==> src/rtl/exa_crosb_vc_credit_scheduler.sv <==
// ---------------------------------------------------------------------------
// exa_crosb_vc_credit_scheduler
//
// Per-output-port virtual-channel scheduler. It sits between the crossbar
// output arbiter and the downstream link. It keeps one downstream credit
// counter for every (priority, VC) pair and picks the next pending packet.
// A higher priority always wins over a lower one. VCs of equal priority are
// served round-robin. The winning VC stays selected until the flit marked
// last, and each flit is accepted only while that VC still has a credit.
//
// Flat VC index k = prio*vc_num + vc; priority prio_num-1 is the highest.
//
// Handshake: a flit moves on a rising edge where i_flit_valid and
// o_flit_ready are both high. o_flit_ready does not depend on i_flit_valid.
// The producer keeps the flit (and i_flit_last) stable until that edge.
//
// Ports
//   clk           clock
//   resetn        asynchronous, active-low reset
//   i_vc_req      packet pending, one bit per flat VC index
//   i_credit_ret  one credit returned, one bit per VC (single-cycle pulses)
//   i_flit_valid  flit of the granted packet is valid
//   i_flit_last   the valid flit is the last one of the packet
//   o_flit_ready  a flit is accepted this cycle
//   o_grant       one-hot granted VC, zero when idle
//   o_grant_idx   binary index of o_grant, zero when idle
//   o_busy        a packet is locked (FSM in SEND); doubles as the state view
//   o_credit_cnt  credit counters, VC k at [k*credit_width +: credit_width]
//   o_credit_err  sticky: a credit came back to a counter that was already full
// ---------------------------------------------------------------------------
module exa_crosb_vc_credit_scheduler #(
    parameter int vc_num       = 3,
    parameter int prio_num     = 2,
    parameter int credit_width = 4,
    parameter int max_credits  = 8,
    localparam int N      = vc_num * prio_num,
    localparam int IDX_W  = (N > 1) ? $clog2(N) : 1,
    localparam int VC_W   = (vc_num > 1) ? $clog2(vc_num) : 1,
    localparam int PRIO_W = (prio_num > 1) ? $clog2(prio_num) : 1
) (
    input  logic                      clk,
    input  logic                      resetn,
    input  logic [N-1:0]              i_vc_req,
    input  logic [N-1:0]              i_credit_ret,
    input  logic                      i_flit_valid,
    input  logic                      i_flit_last,
    output logic                      o_flit_ready,
    output logic [N-1:0]              o_grant,
    output logic [IDX_W-1:0]          o_grant_idx,
    output logic                      o_busy,
    output logic [N*credit_width-1:0] o_credit_cnt,
    output logic                      o_credit_err
);

    localparam logic [credit_width-1:0] CRED_MAX = credit_width'(max_credits);

    typedef enum logic {
        S_IDLE = 1'b0,
        S_SEND = 1'b1
    } state_t;

    state_t                  state;
    logic [credit_width-1:0] credit [N];
    logic [VC_W-1:0]         rr_ptr [prio_num];
    logic [PRIO_W-1:0]       sel_prio;
    logic [VC_W-1:0]         sel_vc;

    logic [N-1:0]            eligible;
    logic                    win_found;
    logic [PRIO_W-1:0]       win_prio;
    logic [VC_W-1:0]         win_vc;
    logic [IDX_W-1:0]        win_idx;
    logic                    xfer;
    logic [N-1:0]            xfer_vec;

    // A VC can win only if it has a packet pending and at least one credit.
    always_comb begin
        for (int k = 0; k < N; k++) begin
            eligible[k] = i_vc_req[k] && (credit[k] != '0);
        end
    end

    // Pick the highest level that has any eligible VC. Inside that level,
    // search round-robin starting just after that level's last winner.
    always_comb begin
        int v;
        v         = 0;
        win_found = 1'b0;
        win_prio  = '0;
        win_vc    = '0;
        for (int p = prio_num - 1; p >= 0; p--) begin
            for (int o = 1; o <= vc_num; o++) begin
                v = (int'(rr_ptr[p]) + o) % vc_num;
                if (!win_found && eligible[p*vc_num + v]) begin
                    win_found = 1'b1;
                    win_prio  = PRIO_W'(p);
                    win_vc    = VC_W'(v);
                end
            end
        end
    end

    assign win_idx = IDX_W'(int'(win_prio) * vc_num + int'(win_vc));

    // Ready follows the locked VC's credit. It can drop mid-packet and
    // recover when a credit returns.
    assign o_busy       = (state == S_SEND);
    assign o_flit_ready = o_busy && (credit[o_grant_idx] != '0);
    assign xfer         = i_flit_valid && o_flit_ready;
    assign xfer_vec     = o_grant & {N{xfer}};

    always_ff @(posedge clk or negedge resetn) begin
        if (!resetn) begin
            state       <= S_IDLE;
            o_grant     <= '0;
            o_grant_idx <= '0;
            sel_prio    <= '0;
            sel_vc      <= '0;
            for (int p = 0; p < prio_num; p++) begin
                rr_ptr[p] <= VC_W'(vc_num - 1);
            end
        end else begin
            case (state)
                S_IDLE: begin
                    if (win_found) begin
                        state       <= S_SEND;
                        o_grant     <= N'(1) << win_idx;
                        o_grant_idx <= win_idx;
                        sel_prio    <= win_prio;
                        sel_vc      <= win_vc;
                    end
                end
                S_SEND: begin
                    // Requests are ignored here. Only the last flit ends the lock.
                    if (xfer && i_flit_last) begin
                        state            <= S_IDLE;
                        o_grant          <= '0;
                        o_grant_idx      <= '0;
                        rr_ptr[sel_prio] <= sel_vc;
                    end
                end
                default: state <= S_IDLE;
            endcase
        end
    end

    // Credit counters. A return and a transfer on the same VC cancel out.
    // A return to a full counter is dropped and flagged.
    always_ff @(posedge clk or negedge resetn) begin
        if (!resetn) begin
            o_credit_err <= 1'b0;
            for (int k = 0; k < N; k++) begin
                credit[k] <= CRED_MAX;
            end
        end else begin
            for (int k = 0; k < N; k++) begin
                case ({i_credit_ret[k], xfer_vec[k]})
                    2'b10: begin
                        if (credit[k] == CRED_MAX) begin
                            o_credit_err <= 1'b1;
                        end else begin
                            credit[k] <= credit[k] + 1'b1;
                        end
                    end
                    2'b01:   credit[k] <= credit[k] - 1'b1;
                    default: ;
                endcase
            end
        end
    end

    always_comb begin
        for (int k = 0; k < N; k++) begin
            o_credit_cnt[k*credit_width +: credit_width] = credit[k];
        end
    end

endmodule

==> config.mk <==
export PLATFORM = sky130hd
export DESIGN_NAME = exa_crosb_vc_credit_scheduler
export DESIGN_NICKNAME = d
export VERILOG_FILES = /design/src/rtl/exa_crosb_vc_credit_scheduler.sv
export SDC_FILE = /design/constraint.sdc
export NUM_CORES = 1
export LEC_CHECK = 0
export ABC_AREA = 1
export CAP_MARGIN = 20
export CORE_UTILIZATION = 45
export CTS_CLUSTER_DIAMETER = 120
export DETAILED_ROUTE_END_ITERATION = 10
export GPL_TIMING_DRIVEN = 0
export PLACE_DENSITY = 0.8
export RECOVER_POWER = 50
export SLEW_MARGIN = 20
export SYNTH_ARGS = -nofsm -noshare
export SYNTH_HDL_FRONTEND = slang
export SYNTH_SLANG_ARGS = --single-unit
==> constraint.sdc <==
create_clock -name clk -period 3.1 [get_ports clk]
set_input_delay 0.775 -clock clk [delete_from_list [all_inputs] [get_ports clk]]
set_output_delay 0.775 -clock clk [all_outputs]
set_load 0.01 [all_outputs]
Word-level counts from Yosys, hierarchy flattened
Cells that the tools add are included.
{ "word_totals": {"reg_bits": 42, "latch_bits": 0, "mem_bits_rw": 0, "rom_bits": 0, "output_inout_bits": 36, "word_cells": 197, "mem_count": 0} }
{ "classes": {"addsub": 22, "n_mul": 1, "n_div": 6, "order_cmp": 9, "n_eq_ne": 26, "shift": 1, "n_mux": 72, "bitwise_logic": 4, "reduce_logical": 42} }
{ "op_table": {"columns": ["operator", "n"], "rows": [
  ["$lt A32 B5 Y1 const B", 6],
  ["$mod A32 B3 Y32 const B", 6],
  ["$add A3 B32 Y32 const A", 3],
  ["$pmux W4 S2", 6],
  ["$mux W1", 35],
  ["$mux W4", 8],
  ["$reduce_bool A4 Y1", 7],
  ["$add A4 B1 Y4 const B", 6],
  ["$eq A4 B4 Y1 const B", 6],
  ["$sub A4 B1 Y4 const B", 6],
  ["$bmux W1 S3", 6],
  ["$reduce_and A2 Y1", 9],
  ["$logic_and A1 B1 Y1", 15],
  ["$mux W2", 7],
  ["$ne A2 B2 Y1 const B", 7],
  ["$add A2 B2 Y3 const B", 4],
  ["$bmux W4 S3", 1],
  ["$eq A2 B1 Y1 const B", 6],
  ["$eq A2 B2 Y1 const B", 6],
  ["$mux W6", 2],
  ["$pmux W6 S2", 1],
  ["$reduce_bool A2 Y1", 6],
  ["$add A2 B1 Y3 const B", 2],
  ["$and A6 B6 Y6", 1],
  ["other kinds (16)", 21]
]} }

Logic depth before layout (Yosys ltp)
Gate-level depths: netlist (run 1).
{ "logic_depth": {"ltp_word": 27, "mapped_depth": 21} }

Least setup slack after synthesis (run 1)
OpenSTA, ideal clock, no wires.
{ "synth_path": {"path_type": "register to register", "startpoint": "register rr_ptr[3] (netlist name)", "endpoint": "register o_grant[0]", "setup_ns": 0.065, "arrival_ns": 3.261, "required_ns": 3.035, "path_slack_ns": -0.226, "path_stages_with_launch": 18, "n_path_buf": 1, "period_less_slack_ns": 3.326, "path_cell_list": "dfstp_2 inv_1 ha_1 clkbuf_1 inv_1 nand3_1 nand2_1 o21ai_2 nand4_4 nor2_1 nand2_1 a21boi_0 ha_1 fa_1 or2_2 nor3_1 nand2_1 nand2_1"} }
{ "synth_between": {"elab_cells_between_ends": 36, "classes_between": "add/sub: 4; mul: 1; div: 3; eq/ne: 1; shift: 1; mux: 20; reduce/logical: 6"} }
{ "synth_rtl": {"columns": ["item", "line", "source"], "rows": [
  ["start: declaration", "64", "logic [VC_W-1:0] rr_ptr [prio_num];"],
  ["start signal: indexed assignment", "120", "rr_ptr[p] <= VC_W'(vc_num - 1);"],
  ["start signal: indexed assignment", "139", "rr_ptr[sel_prio] <= sel_vc;"],
  ["$add A2 B1 Y3", "93", "v = (int'(rr_ptr[p]) + o) % vc_num;"],
  ["$mod A32 B3 Y32", "93", null],
  ["$bmux W1 S3", "94", "if (!win_found && eligible[p*vc_num + v]) begin"],
  ["$mux W1 (not written as such) (2 in a row)", "94", null],
  ["$logic_and A1 B1 Y1", "94", null],
  ["$mux W1", "94", null],
  ["$logic_not A1 Y1", "94", null],
  ["$logic_and A1 B1 Y1", "94", null],
  ["$mux W1", "94", null],
  ["$logic_not A1 Y1", "94", null],
  ["$logic_and A1 B1 Y1", "94", null],
  ["$mux W2 (*)", "94", null],
  ["via win_vc[0]", "71", "logic [VC_W-1:0] win_vc;"],
  ["$add A3 B2 Y3 (*)", "103", "assign win_idx = IDX_W'(int'(win_prio) * vc_num + int'(win_vc));"],
  ["$shl A1 B3 Y6 (*)", "127", "o_grant <= N'(1) << win_idx;"],
  ["$mux W6 (*)", "125", "if (win_found) begin"],
  ["$pmux W6 S2 (*)", "123", "case (state)"],
  ["end signal: assignment", "127", null],
  ["end: declaration", "48", "output logic [N-1:0] o_grant,"]
]} }
The timed path passes the listed nets; every way through them passes the cells marked *. The select of a mux whose other input is x is not followed.
A chain may end at the register's enable or synchronous reset.

Worst setup path after layout (run 1)
{ "layout_path": {"startpoint": "register rr_ptr[1] (netlist name)", "endpoint": "register o_grant[0]"} }
{ "layout_between": {"elab_cells_between_ends": 50, "classes_between": "add/sub: 7; mul: 1; div: 3; eq/ne: 1; shift: 1; mux: 26; reduce/logical: 11"} }
{ "layout_rtl": {"columns": ["item", "line"], "rows": [
  ["$add A2 B1 Y3", "93"],
  ["$mod A32 B3 Y32", "93"],
  ["$add A3 B32 Y32", "94"],
  ["$bmux W1 S3", "94"],
  ["$mux W1 (not written as such) (2 in a row)", "94"],
  ["$mux W1", "94"],
  ["$logic_not A1 Y1", "94"],
  ["$logic_and A1 B1 Y1", "94"],
  ["(+10 left out)", null],
  ["$logic_not A1 Y1", "94"],
  ["$logic_and A1 B1 Y1", "94"],
  ["$mux W2 (*)", "94"],
  ["via win_vc[0]", "71"],
  ["$add A3 B2 Y3 (*)", "103"],
  ["$shl A1 B3 Y6 (*)", "127"],
  ["$mux W6 (*)", "125"],
  ["$pmux W6 S2 (*)", "123"]
]} }
Marks and branches as above.

==> out/results.tsv, run 1 <==
stage	metric	value	unit
yosys	prevailing post-synth register cell	sky130_fd_sc_hd__dfrtp_1	
floorplanning	Die Footprint	8435	µm²
layout	sequential cell area in the final layout	1072	µm²
clock_tree	buffer depth of the longest clock path	2	
clock_tree	CTS tree	done	
worst_setup_path	largest fanout on the critical path	7	
detailed_routing	via count	3591	
clock_tree	clk slew on worst S/H paths	0.08	ns
place	weighted congestion reported at the end of routability-driven placement	0.8785	
place	final HPWL from detailed placement	6954	µm
floorplanning	width of the chip	91.84	µm
layout	antenna diode instance count	0	
yosys	share of async-settable or async-resettable flops after synthesis	1.000	
sta	setup repair after global routing missed its margin	true	
yosys	number of warning messages in the yosys log	0	
sta	time the final worst path needs with I/O delays and setup	3.230	ns
grt	number of global-route vias before repair	3291	
layout	Filler Cell Count	678	
detailed_routing	drt first-iter violations	223	
detailed_routing	via/cell ratio	5.320	
layout	Area growth syn-to-layout	31.00	%
floorplanning	Die Y	91.84	µm
grt	GR Overflow Total	0	
layout	fin util	0.6126	
worst_setup_path	CP peak stage delay	0.57	ns
yosys	portion of the post-synthesis area used by sequential elements	0.2921	
worst_setup_path	data arrival time of the critical path	3.47	ns
pwr	pwr/cell area	1273	nW/µm²
pwr	Max IR drop VDD	630.0	µV
grt	overall routing resource usage	0.2208	
place	number of buffers inserted by port buffering	51	
clock_tree	level count of the clock H-tree	2	
sta	Final Hold Fails	0	
layout	commonest cells after routing, fill and taps aside	134 x sky130_fd_sc_hd__nand2_1, 54 x sky130_fd_sc_hd__inv_1, 45 x sky130_fd_sc_hd__nand3_1	
grt	first-pass GRT wire length	14950	µm
flow_run	Max-Cap Viols	1	
detailed_routing	total iterations of the first detailed-routing run	5	
status	violated checks	capacitance limit, slew limit, setup timing	
worst_setup_path	Most Frequent Cell on Critical Path	sky130_fd_sc_hd__nand2_1	
grt	antenna violations before repair	0	
yosys	count of flip-flops with a built-in enable after synthesis	0	
layout	layout cells sized above 1	0.2478	
yosys	share of synthesized cell area in and, or, nand and nor gates	0.3979	
yosys	Synth Area in Adders	0.1178	
worst_setup_path	CP Cell Sequence	ha_4, buf_6, nand2_1, nand3_2, nand2_2, nand2_2, nand2_4, nor2_8, nand3_1, nor2_2, a21oi_2, a21boi_4, ha_2, fa_2, or2_4, nor3_4, nand2_1, nand2_1	
worst_setup_path	cells on worst reg2reg path	18	
worst_setup_path	endpoint required time on the critical path	3.33	ns
layout	area of combinational cells with multiple inputs	2499	µm²
pwr	Total Power Consumption	6.059	mW
sta	number of endpoints failing setup at the final stage	5	
sta	post-route clock skew	0.01314	ns
layout	number of nets in the finished design	618	
detailed_routing	routed wire length	9176	µm
yosys	parity-gate share of the synthesized area counting xor and xnor cells	0.02894	
worst_setup_path	Critical Path Slowest Stage Cell	sky130_fd_sc_hd__dfstp_2	
pwr	leakage component of the power	2.338	nW
sta	headroom to the max-slew limit	-0.1487	
yosys	combinational family with the most area after synthesis	simple AND/OR/NAND/NOR gates	
clock_tree	total CTS buffers	5	
yosys	number of flip-flops and latches in the synthesized netlist	42	
yosys	cells taking the most area after synthesis	sky130_fd_sc_hd__dfrtp_1 23%, sky130_fd_sc_hd__nand2_1 14%, sky130_fd_sc_hd__ha_1 7.9%, sky130_fd_sc_hd__nand3_1 7.0%, sky130_fd_sc_hd__inv_1 6.3%	
sta	maximum clock frequency	0.3096	GHz
layout	most common cell after layout, fill and taps aside	sky130_fd_sc_hd__nand2_1	
clock_tree	Clock Sinks	42	
sta	slew of the pin with the lowest slew margin	1.723	ns
clock_tree	clock tree root driver cell	sky130_fd_sc_hd__clkbuf_8	
status	outcome	complete, but fails checks	
yosys	Yosys top cell area share	0.2342	
yosys	cell type with the largest total area after synthesis	sky130_fd_sc_hd__dfrtp_1	
min_path	classification of the worst-slack hold path	input pin to asynchronous set/reset pin	
sta	portion of the clock cycle consumed by the worst path in the final layout	1.042	
yosys	share of synthesized area spent on multiplexers	0	
detailed_routing	final routed DRC violation total	0	
yosys	Syn Inst Count	494	
yosys	Mapped Area	3632	µm²
yosys	compound-cell area share of the yosys netlist	0.08440	
worst_setup_path	critical path endpoint category	flop	
sta	Final WS setup	-0.1304	ns
yosys	mean area per synthesized cell	7.353	µm²
floorplanning	I/O pins	52	
floorplanning	Initial Util	0.4676	
worst_setup_path	critical path startpoint category	flop	
detailed_routing	final routed wire length divided by cell count	13.59	µm
detailed_routing	count of nets left with antenna violations after detail routing	0	
yosys	count of cell types in the netlist	42	
worst_setup_path	Setup CP Type	flop to flop	
sta	Setup Total Neg Slack	-0.5464	ns
floorplanning	standard-cell rows	32	
sta	Pins Over Slew Limit	33	
grt	largest net degree at the start of global routing	33	
clock_tree	clock insertion delay at the later pin of the skew report	0.30	ns
floorplanning	placeable core region	7767	µm²
yosys	number of nets in the synthesized netlist	540	
-- Yosys cell counts (2+ instances only) --
cell type	instances
sky130_fd_sc_hd__o21ai_2	2
sky130_fd_sc_hd__dfstp_2	8
sky130_fd_sc_hd__nand3_1	51
sky130_fd_sc_hd__dfrtp_1	34
sky130_fd_sc_hd__nor2_2	7
sky130_fd_sc_hd__or2_2	2
sky130_fd_sc_hd__inv_1	61
sky130_fd_sc_hd__buf_6	2
sky130_fd_sc_hd__or2_4	6
sky130_fd_sc_hd__o21ai_0	14
sky130_fd_sc_hd__nor3_1	7
sky130_fd_sc_hd__ha_1	23
sky130_fd_sc_hd__nand3_2	5
sky130_fd_sc_hd__nand2_4	11
sky130_fd_sc_hd__nand2_2	9
sky130_fd_sc_hd__nand4_1	9
sky130_fd_sc_hd__fa_1	7
sky130_fd_sc_hd__a211oi_1	3
sky130_fd_sc_hd__a21boi_0	2
sky130_fd_sc_hd__inv_2	4
sky130_fd_sc_hd__nor2_1	30
sky130_fd_sc_hd__nand2_1	140
sky130_fd_sc_hd__a21oi_1	14
sky130_fd_sc_hd__xnor2_1	6
sky130_fd_sc_hd__a31oi_1	6
sky130_fd_sc_hd__nand3b_1	5
sky130_fd_sc_hd__o21ai_1	5
sky130_fd_sc_hd__clkinv_1	2
sky130_fd_sc_hd__xor2_1	6
-- worst paths after layout --
check / from / slack, ns / end
worst max-delay path: rr_ptr[1]$_DFFE_PN1P_ / -0.13 / o_grant[0]$_DFFE_PN0P_
worst min-delay path: resetn / 0.45 / o_credit_cnt[21]$_DFFE_PN0P_
worst max register to register: rr_ptr[1]$_DFFE_PN1P_ / -0.13 / o_grant[0]$_DFFE_PN0P_
worst min register to register: o_credit_cnt[7]$_DFFE_PN1P_ / 0.49 / o_credit_cnt[7]$_DFFE_PN1P_
max in group asynchronous: resetn / 0.52 / rr_ptr[2]$_DFFE_PN0P_
min in group clk: o_credit_cnt[7]$_DFFE_PN1P_ / 0.49 / o_credit_cnt[7]$_DFFE_PN1P_
-- power by group --
part	total (mW)	internal, mW	leakage, nW	switching (mW)
clock network	0.369	0.180	0.0482	0.189
registers	1.18	0.836	0.491	0.340
logic	4.51	2.06	1.80	2.45
total	6.06	3.08	2.34	2.98
-- what timing repair did --
item | in CTS | in global routing
resized for setup | 27 | 48
setup endpoints to repair | 7 | 8
pin swaps | 22 | 17
hold buffers | 0 | 0
setup buffers | 10 | 11
hold endpoints to repair | 0 | 0
-- flip-flops by register name, indices dropped and copies added (netlist names) --
register,count
o_credit_cnt,24
o_grant,6
rr_ptr,4
o_grant_idx,3
sel_vc,2
o_busy,1
o_credit_err,1
sel_prio,1
-- critical path: cells and delay by family, from the launching register on --
| family | cells | cell delay [ns] |
|---|---|---|
| flops | 1 | 0.57 |
| fa+ha+maj | 3 | 0.87 |
| buf+inv | 1 | 0.12 |
| simple gates | 12 | 1.38 |
| compound gates | 2 | 0.22 |
-- layer usage --
layer,GRT usage,vias to the layer above,wire [µm]
li1,-,1766,-
met3,0.03648,13,540
met5,0,-,0
met4,0.05990,0,140
met1,0.2844,1687,3918
met2,0.3818,125,4577
-- area by class of cell --
class / instances / area share
Sequential cell: 42 / 0.2253
Inverter: 68 / 0.05837
Timing Repair Buffer: 73 / 0.1428
Tap cell: 102 / 0.02682
Buffer: 1 / 0.002367
Multi-Input combinational cell: 381 / 0.5251
Clock inverter: 1 / 0.001052
Clock buffer: 7 / 0.01814
-- through the flow --
stage | std cells | area [µm²] | worst slack (ns) | hold WS [ns]
after detailed placement | 648 | 4323 | -0.7411 | 0.4705
after global placement | 647 | 4308 | -0.5932 | 0.4629
after global routing | 675 | 4758 | -0.2341 | 0.4926
after CTS | 665 | 4539 | -0.06668 | 0.3519
after floorplan | 494 | 3670 | 0.01447 | 0.4491
final | 675 | 4758 | -0.1304 | 0.4516
-- cells by family (layout without fill, tap and decap cells) --
logic type	after synthesis	in the layout
and+or+nand+nor	288	288
buffers and inverters	71	150
AOI/OAI and AO/OA	51	51
DFF	42	42
adders and majority gates	30	30
xor gates and xnor gates	12	12
Note: power is estimated with default switching activity, not from simulation.
==> run 2: changes to the inputs <==
- GPL_ROUTABILITY_DRIVEN: default -> 0
==> results of run 2 <==
Final layout, timing and power as in run 1 (identical DEF).
==> run 3: changes to the inputs <==
- CORE_ASPECT_RATIO: default -> 0.5
- RECOVER_POWER: 50 -> 100
==> run 3 against run 2 <==
  * The flow still finishes with violations (capacitance limit, slew limit, setup timing)
  * Fmax grew 3.4%
  * Cell area fell by 3.6%
  * Non-clock buffer count shrank 11
  * Clock skew is 0.0063 ns lower
  * Worst hold slack better by 0.012 ns
  * Critical path depth is 1 lower
  * Final cell count is 0.74% lower
  * Sequential cell count stayed put
  * Register-to-register slack gained 0.11 ns
  * Clock power up 46%
  * Largest cell class unchanged
==> out/results.tsv, run 3 (synthesis gave the netlist of run 1 again) <==
stage	metric	value	unit	change
grt	first-pass GRT wire length	14810	µm	-0.88%
detailed_routing	via/cell ratio	5.066		-4.8%
sta	post-route clock skew	0.006797	ns	-0.006340 ns
status	violated checks	capacitance limit, slew limit, setup timing		
status	outcome	complete, but fails checks		
flow_run	Max-Cap Viols	1		unchanged
worst_setup_path	Reg-to-Reg End	o_grant[0]$_DFFE_PN0P_		
grt	largest net degree at the start of global routing	32		-3.0%
pwr	pwr/cell area	1232	nW/µm²	-3.2%
worst_setup_path	CP Cell Sequence	buf_4, ha_1, or2_2, nand3_1, nand2_1, nand3b_1, nand2_2, nand3_1, nor2_1, a21oi_1, a21boi_2, ha_2, fa_2, or2_4, nor3_2, nand2_1, nand2_1		
worst_setup_path	Crit Reg-Reg Startpoint	rr_ptr[3]$_DFFE_PN1P_		
detailed_routing	final routed DRC violation total	0		unchanged
layout	antenna diode instance count	0		unchanged
detailed_routing	final routed wire length divided by cell count	12.76	µm	-6.2%
clock_tree	clock tree root driver cell	sky130_fd_sc_hd__clkbuf_16		
detailed_routing	total iterations of the first detailed-routing run	7		+2
sta	Setup Total Neg Slack	-0.04404	ns	+0.5024 ns
layout	number of nets in the finished design	607		-1.8%
detailed_routing	via count	3394		-5.5%
worst_setup_path	critical path endpoint category	flop		
clock_tree	CTS Hold Buffers Added	0		unchanged
layout	area of combinational cells with multiple inputs	2376	µm²	-4.9%
detailed_routing	drt first-iter violations	180		-19%
place	final HPWL from detailed placement	6703	µm	-3.6%
clock_tree	clk slew on worst S/H paths	0.06	ns	-0.02 ns
layout	most common cell after layout, fill and taps aside	sky130_fd_sc_hd__nand2_1		
pwr	leakage component of the power	2.303	nW	-1.5%
place	number of buffers inserted by port buffering	51		unchanged
sta	number of endpoints failing setup at the final stage	4		-1
layout	Area growth syn-to-layout	26.32	%	
grt	overall routing resource usage	0.2235		+0.002706
worst_setup_path	critical path startpoint category	flop		
floorplanning	I/O pins	52		unchanged
sta	setup repair after global routing missed its margin	true		
sta	time the final worst path needs with I/O delays and setup	3.123	ns	-0.1069 ns
grt	number of global-route vias before repair	3210		-2.5%
layout	commonest cells after routing, fill and taps aside	137 x sky130_fd_sc_hd__nand2_1, 54 x sky130_fd_sc_hd__inv_1, 51 x sky130_fd_sc_hd__nand3_1		
floorplanning	standard-cell rows	22		-31%
sta	Final Hold Fails	0		unchanged
clock_tree	CTS tree	done		
clock_tree	clock insertion delay at the later pin of the skew report	0.29	ns	about the same
detailed_routing	count of nets left with antenna violations after detail routing	0		unchanged
layout	filler-free cell count of the finished design	670		-0.74%
clock_tree	buffer depth of the longest clock path	2		unchanged
detailed_routing	routed wire length	8547	µm	-6.9%
place	number of placed instances with taps included	654		+0.93%
sta	Final WS setup	-0.02350	ns	+0.1069 ns
floorplanning	Initial Util	0.4798		+0.01221
clock_tree	level count of the clock H-tree	2		unchanged
clock_tree	Clock Sinks	42		unchanged
grt	GR Overflow Total	0		unchanged
worst_setup_path	Critical Path Slowest Stage Cell	sky130_fd_sc_hd__fa_2		
sta	slew of the pin with the lowest slew margin	1.685	ns	-0.03814 ns
sta	portion of the clock cycle consumed by the worst path in the final layout	1.008		-0.03448
pwr	Max IR drop VDD	528.1	µV	-16%
layout	layout cells sized above 1	0.1833		-0.06454
worst_setup_path	data arrival time of the critical path	3.34	ns	-0.13 ns
worst_setup_path	endpoint required time on the critical path	3.32	ns	about the same
worst_setup_path	cells on worst reg2reg path	17		-1
floorplanning	Die Footprint	8457	µm²	+0.27%
grt	antenna violations before repair	0		unchanged
sta	maximum clock frequency	0.3202	GHz	+3.4%
min_path	classification of the worst-slack hold path	input pin to asynchronous set/reset pin		
worst_setup_path	Setup CP Type	flop to flop		
floorplanning	placeable core region	7570	µm²	-2.5%
layout	Filler Cell Count	684		+0.88%
layout	number of flip-flops in the largest register	24		unchanged
floorplanning	width of the chip	129.1	µm	+41%
layout	sequential cell area in the final layout	1062	µm²	-0.93%
worst_setup_path	Most Frequent Cell on Critical Path	sky130_fd_sc_hd__nand2_1		
worst_setup_path	CP peak stage delay	0.44	ns	-0.13 ns
clock_tree	total CTS buffers	5		unchanged
sta	Pins Over Slew Limit	32		-3.0%
worst_setup_path	reg-to-reg setup timing slack	-0.02	ns	+0.11 ns
floorplanning	Die Y	65.53	µm	-29%
worst_setup_path	largest fanout on the critical path	3		-4
sta	headroom to the max-slew limit	-0.1233		+0.02543
run 3: repair_timing:
action,in CTS,in global routing
buffers inserted,5,4
endpoints found under the hold margin,0,0
pin swaps,12,4
endpoints found under the setup margin,7,7
resized for setup,23,11
run 3: per-stage QoR:
stage | hold slack [ns] | setup slack [ns] | cell area [µm²] | total power [mW] | util
floorplan | 0.4491 | 0.01447 | 3670 | 3.672 | -
global placement | 0.4670 | -0.6340 | 4315 | 4.548 | 0.5701
detailed placement | 0.4762 | -0.6955 | 4330 | 4.669 | 0.5721
CTS | 0.3683 | 0.005547 | 4548 | 5.482 | 0.6008
global route | 0.5126 | -0.2140 | 4588 | 6.201 | 0.6061
finish | 0.4639 | -0.02350 | 4588 | 5.654 | 0.6061
run 3: worst max-delay path, delay by kind of cell (launching register included):
| kind | cells | cell delay [ns] |
|---|---|---|
| buf+inv | 1 | 0.14 |
| fa+ha+maj | 3 | 0.83 |
| compound gates | 2 | 0.25 |
| flops | 1 | 0.38 |
| simple gates | 11 | 1.46 |
run 3: layer usage:
layer  vias to the layer above  GRT usage  wire length [µm]
met2                        72     0.3865              4085
met4                         0    0.05294                68
met5                         -          0                 0
met1                      1576     0.2885              3972
met3                         8    0.04479               422
li1                       1738          -                 -
run 3: worst max path at each step:
stage	startpoint	endpoint	slack (ns)	depth (start not counted)
3_3_place_gp	i_vc_req[2]	o_grant[0]$_DFFE_PN0P_	-0.63	18
2_1_floorplan	rr_ptr[3]$_DFFE_PN1P_	o_grant[0]$_DFFE_PN0P_	0.01	17
6_report	rr_ptr[3]$_DFFE_PN1P_	o_grant[0]$_DFFE_PN0P_	-0.02	17
3_5_place_dp	i_vc_req[2]	o_grant[0]$_DFFE_PN0P_	-0.70	18
4_1_cts	rr_ptr[1]$_DFFE_PN1P_	o_grant[0]$_DFFE_PN0P_	0.006	19
5_1_grt	rr_ptr[1]$_DFFE_PN1P_	o_grant[1]$_DFFE_PN0P_	-0.21	19
run 3: power by group:
part	total [mW]	switching [mW]	leakage, nW	internal [mW]
Sequential	1.16	0.332	0.499	0.826
Combinational	3.96	2.28	1.73	1.68
Clock	0.539	0.216	0.0745	0.324
Total	5.65	2.83	2.30	2.83
run 3: cell type report:
cell class,count,share of cell area
clock buffers,7,0.03109
multi-input cells,381,0.5179
clock inverters,1,0.001909
inverters,68,0.05890
repair buffers,61,0.1238
flip-flops and latches,42,0.2315
well taps,108,0.02945
plain buffers,2,0.005454
